$ cat config.mk
export PLATFORM = sky130hd
export DESIGN_NAME = mem_port_arbiter
export DESIGN_NICKNAME = d
export VERILOG_FILES = /design/src/rtl/mem_port_arbiter.sv
export SDC_FILE = /design/constraint.sdc
export NUM_CORES = 1
export LEC_CHECK = 0
export ABC_AREA = 1
export CAP_MARGIN = 20
export CORE_MARGIN = 4
export CORE_UTILIZATION = 41
export DETAILED_ROUTE_END_ITERATION = 12
export PLACE_DENSITY = 0.79
export SETUP_SLACK_MARGIN = 0.02
export SKIP_CTS_REPAIR_TIMING = 1
export SYNTH_ARGS = -nofsm -noshare
export SYNTH_HDL_FRONTEND = slang
export SYNTH_SLANG_ARGS = --single-unit
$ cat constraint.sdc
create_clock -name clk -period 1.9 [get_ports clk]
set_clock_uncertainty 0.2 [all_clocks]
set_input_delay 0.19 -clock clk [delete_from_list [all_inputs] [get_ports clk]]
set_output_delay 0.19 -clock clk [all_outputs]
set_load 0.1 [all_outputs]
$ cat src/rtl/mem_port_arbiter.sv
// mem_port_arbiter: shares one memory port between instruction fetch and data access, data first
module mem_port_arbiter #(
    parameter int DW = 32,
    parameter int AW = 32
) (
    input  logic          clk,
    input  logic          rst,
    input  logic          if_req,
    input  logic [AW-1:0] if_addr,
    input  logic          if_kill,
    output logic [DW-1:0] if_rdata,
    output logic          if_ack,
    input  logic          dm_req,
    input  logic          dm_we,
    input  logic [3:0]    dm_be,
    input  logic [AW-1:0] dm_addr,
    input  logic [DW-1:0] dm_wdata,
    output logic [DW-1:0] dm_rdata,
    output logic          dm_ack,
    output logic          mem_req,
    output logic          mem_we,
    output logic [3:0]    mem_be,
    output logic [AW-1:0] mem_addr,
    output logic [DW-1:0] mem_wdata,
    input  logic [DW-1:0] mem_rdata,
    input  logic          mem_ready,
    output logic          stallF,
    output logic          stallM
);
    typedef enum logic [1:0] {IDLE, BUSY_I, BUSY_D} state_t;

    state_t        state_q, state_d;
    logic          kill_q, kill_d;
    logic          mem_req_q, mem_req_d;
    logic          mem_we_q, mem_we_d;
    logic [3:0]    mem_be_q, mem_be_d;
    logic [AW-1:0] mem_addr_q, mem_addr_d;
    logic [DW-1:0] mem_wdata_q, mem_wdata_d;
    logic [DW-1:0] if_rdata_q, if_rdata_d;
    logic [DW-1:0] dm_rdata_q, dm_rdata_d;
    logic          if_ack_q, if_ack_d;
    logic          dm_ack_q, dm_ack_d;
    logic          dm_go, if_go;

    // a request being acked this cycle is already consumed and must not be granted again
    assign dm_go = dm_req & ~dm_ack_q;
    assign if_go = if_req & ~if_ack_q & ~if_kill;

    assign stallM    = dm_req & ~dm_ack_q;
    assign stallF    = (if_req & ~if_ack_q & ~if_kill) | stallM;
    assign mem_req   = mem_req_q;
    assign mem_we    = mem_we_q;
    assign mem_be    = mem_be_q;
    assign mem_addr  = mem_addr_q;
    assign mem_wdata = mem_wdata_q;
    assign if_rdata  = if_rdata_q;
    assign dm_rdata  = dm_rdata_q;
    assign if_ack    = if_ack_q;
    assign dm_ack    = dm_ack_q;

    // next-state: grant in IDLE, wait for mem_ready in BUSY, track fetch kills
    always_comb begin
        state_d     = state_q;
        kill_d      = kill_q;
        mem_we_d    = mem_we_q;
        mem_be_d    = mem_be_q;
        mem_addr_d  = mem_addr_q;
        mem_wdata_d = mem_wdata_q;
        if_rdata_d  = if_rdata_q;
        dm_rdata_d  = dm_rdata_q;
        if_ack_d    = 1'b0;
        dm_ack_d    = 1'b0;
        case (state_q)
            IDLE: begin
                if (dm_go) begin
                    state_d     = BUSY_D;
                    mem_we_d    = dm_we;
                    mem_be_d    = dm_be;
                    mem_addr_d  = dm_addr;
                    mem_wdata_d = dm_wdata;
                end else if (if_go) begin
                    state_d    = BUSY_I;
                    kill_d     = 1'b0;
                    mem_we_d   = 1'b0;
                    mem_be_d   = 4'hF;
                    mem_addr_d = if_addr;
                end
            end
            BUSY_I: begin
                kill_d = kill_q | if_kill;
                if (mem_ready) begin
                    state_d    = IDLE;
                    if_ack_d   = ~kill_d;
                    if_rdata_d = kill_d ? if_rdata_q : mem_rdata;
                end
            end
            BUSY_D: begin
                if (mem_ready) begin
                    state_d    = IDLE;
                    dm_ack_d   = 1'b1;
                    dm_rdata_d = mem_we_q ? dm_rdata_q : mem_rdata;
                end
            end
            default: state_d = IDLE;
        endcase
        mem_req_d = state_d != IDLE;
    end

    // state and registered outputs, cleared asynchronously by reset
    always_ff @(posedge clk or negedge rst) begin
        if (!rst) begin
            state_q     <= IDLE;
            kill_q      <= 1'b0;
            mem_req_q   <= 1'b0;
            mem_we_q    <= 1'b0;
            mem_be_q    <= 4'h0;
            mem_addr_q  <= '0;
            mem_wdata_q <= '0;
            if_rdata_q  <= '0;
            dm_rdata_q  <= '0;
            if_ack_q    <= 1'b0;
            dm_ack_q    <= 1'b0;
        end else begin
            state_q     <= state_d;
            kill_q      <= kill_d;
            mem_req_q   <= mem_req_d;
            mem_we_q    <= mem_we_d;
            mem_be_q    <= mem_be_d;
            mem_addr_q  <= mem_addr_d;
            mem_wdata_q <= mem_wdata_d;
            if_rdata_q  <= if_rdata_d;
            dm_rdata_q  <= dm_rdata_d;
            if_ack_q    <= if_ack_d;
            dm_ack_q    <= dm_ack_d;
        end
    end
endmodule

==> metrics.txt <==
GRT Util Overall=21.2%; WL/cell=15.0 um; antenna violations before repair=0; Syn Std Cell Area=5800 um^2; yosys warns=0; Final GP Congestion=0.792; critical path fanouts, max=10; clock slew at reported path FFs=0.06 ns; Worst-Margin Slew=0.344 ns; CTS H-tree depth=4; Vias/cell=4.67; worst endpoint required time=~1.5 ns; Worst Path Arrival=1.44 ns; max-slew violation count=0; TritonRoute pass-1 iters=5; # diodes=0; Final period util=a little over nine tenths; Detailed Place HPWL=12800 um; Worst setup EP type=output pin; highest clock rate=546 MHz; top cell type's share of synthesized area=60.0%; die area=16100 um^2; sequential area share after synthesis=between 50% and 60%; Num CTS Buffers=17; most used cell, CP=buf_12; synth top area cells=dfrtp_1 (60%), nand2_1 (22%), inv_1 (3.2%); total grt overflow=0; syn nets=between 800 and 900; Site Rows=43; largest net degree at the start of global routing=66; Yosys top cell by area=dfrtp_1; Critical Path Start Type=flop; Crit Path Class=flop to output pin; layout cells sized above 1=21.7%; Starting Density=a little over two fifths; fin nets=1127; cells after synthesis=691; # clock sinks=139; Crit path max-delay family=buffers and inverters; first-pass GRT wire length=27100 um; IO buf count=~280; most frequent cells in the layout=nand2_1 (342), buf_4 (139), dfrtp_1 (137), clkdlybuf4s50_1 (137), inv_1 (48); vias in the first global route=roughly 5400; Final Util=69.3%; core area=13900 um^2; root buffer cell=clkbuf_16; RSZ-0062 raised after global routing=no; post-layout min period=1.83 ns; Residual DRC=0; Worst path slowest cell=dfrtp_2; #FFs+latches synth=139; class of the tightest hold or removal check=primary input to async pin; width of the die=127 um; Max Cap Violations=0; initial DRC count=314; Slew headroom=77.0%; antenna-violating nets left=0; synthesis-to-layout area growth=65.8%; Routed WL=17600 um; IO Pins=between 200 and 300; Die Y=~130 um; Netlist cell types=17; crit path cell chain=inv_4, nand2_8, inv_8, buf_12, buf_12; TritonCTS clock tree=built; mean post-synth cell area=8.39 um^2; Setup violations, final=0; final hold violations=0; via count=around 5500; CP bufs+invs=4; critical path's largest stage delay=0.43 ns; Max clock buf depth=2; Clk Latency, worst-skew pair=0.41 ns; status=finished, final reports clean; commonest non-fill, non-tap cell in the layout=nand2_1
==> per-stage QoR <==
step	instance area, um^2	hold slack (ns)	TNS, ns	cells	worst slack [ns]
final	9620	0.0460	0	1177	0.0689
after global routing	9620	0.0505	0	1177	0.0153
after detailed placement	8810	-0.0937	0	1133	0.0369
after CTS	9450	-0.542	-0.212	1165	-0.121
after global placement	8810	-0.0970	0	1133	0.0815
after floorplan	5810	-0.306	0	691	0.0378
==> registers in the layout (all words and copies together) (netlist names) <==
name       cells
dm_ack         1
dm_rdata      32
if_ack         1
if_rdata      32
kill_q         1
mem_addr      32
mem_be         4
mem_req        1
mem_wdata     32
mem_we         1
state_q        2
==> synth_stat cells <==
| library cell | count |
|---|---|
| inv_2 | 2 |
| clkbuf_1 | 12 |
| nand2_4 | 2 |
| buf_2 | 19 |
| nand3_2 | 1 |
| ha_1 | 4 |
| dfrtp_1 | 139 |
| buf_4 | 3 |
| o21ai_0 | 33 |
| nand2_1 | 342 |
| or2_1 | 1 |
| inv_1 | 50 |
| o21ai_1 | 32 |
| a21oi_1 | 5 |
| buf_6 | 3 |
| nor2_1 | 7 |
| nand3_1 | 36 |
==> worst reg2reg max path, stage by stage (launching register included) <==
cell and delay (ns):
dfrtp_1 0.43, inv_1 0.10, ha_1 0.30, nand3_2 0.15, inv_2 0.20, buf_4 0.19
nand2_1 0.06, nand2_1 0.06
==> per-layer routing <==
metal,up-vias,global-route usage (%),routed length (um)
met3,31,6.86,1320
met5,-,0,0
li1,2712,-,-
met4,0,8.64,431
met2,193,35.4,8880
met1,2565,25.4,7010
==> area by class of cell <==
| class | count | area, um^2 |
|---|---|---|
| Fill cell | 1111 | 4270 |
| Sequential cell | 139 | 3480 |
| Timing Repair Buffer | 311 | 3110 |
| Multi-Input combinational cell | 463 | 1960 |
| Clock buffer | 19 | 443 |
| Tap cell | 180 | 225 |
| Inverter | 52 | 205 |
| Clock inverter | 13 | 190 |
==> kinds of logic after synthesis <==
logic type,Yosys count,share of synthesized area [%]
flip-flops,139,60.0
AND/OR/NAND/NOR,389,26.4
buffers and inverters,89,6.75
AO/OA/AOI/OAI,70,6.04
adder cells (fa/ha/maj),4,0.863
==> worst paths after layout <==
check	start	to	slack, ns	depth (start not counted)
setup / recovery	dm_ack$_DFF_PN0_	stallM	0.07	5
hold / removal	rst	if_rdata[13]$_DFFE_PN0P_	0.05	2
setup reg to reg	state_q[1]$_DFF_PN0_	mem_wdata[12]$_DFFE_PN0P_	0.16	7
hold reg to reg	mem_wdata[4]$_DFFE_PN0P_	mem_wdata[4]$_DFFE_PN0P_	0.28	2
max in group asynchronous	rst	if_ack$_DFF_PN0_	0.86	3
min in group clk	dm_wdata[20]	mem_wdata[20]$_DFFE_PN0P_	0.11	3
Power is not shown: default switching activity piles up to over one toggle a cycle in this logic, so the estimate is an artifact.
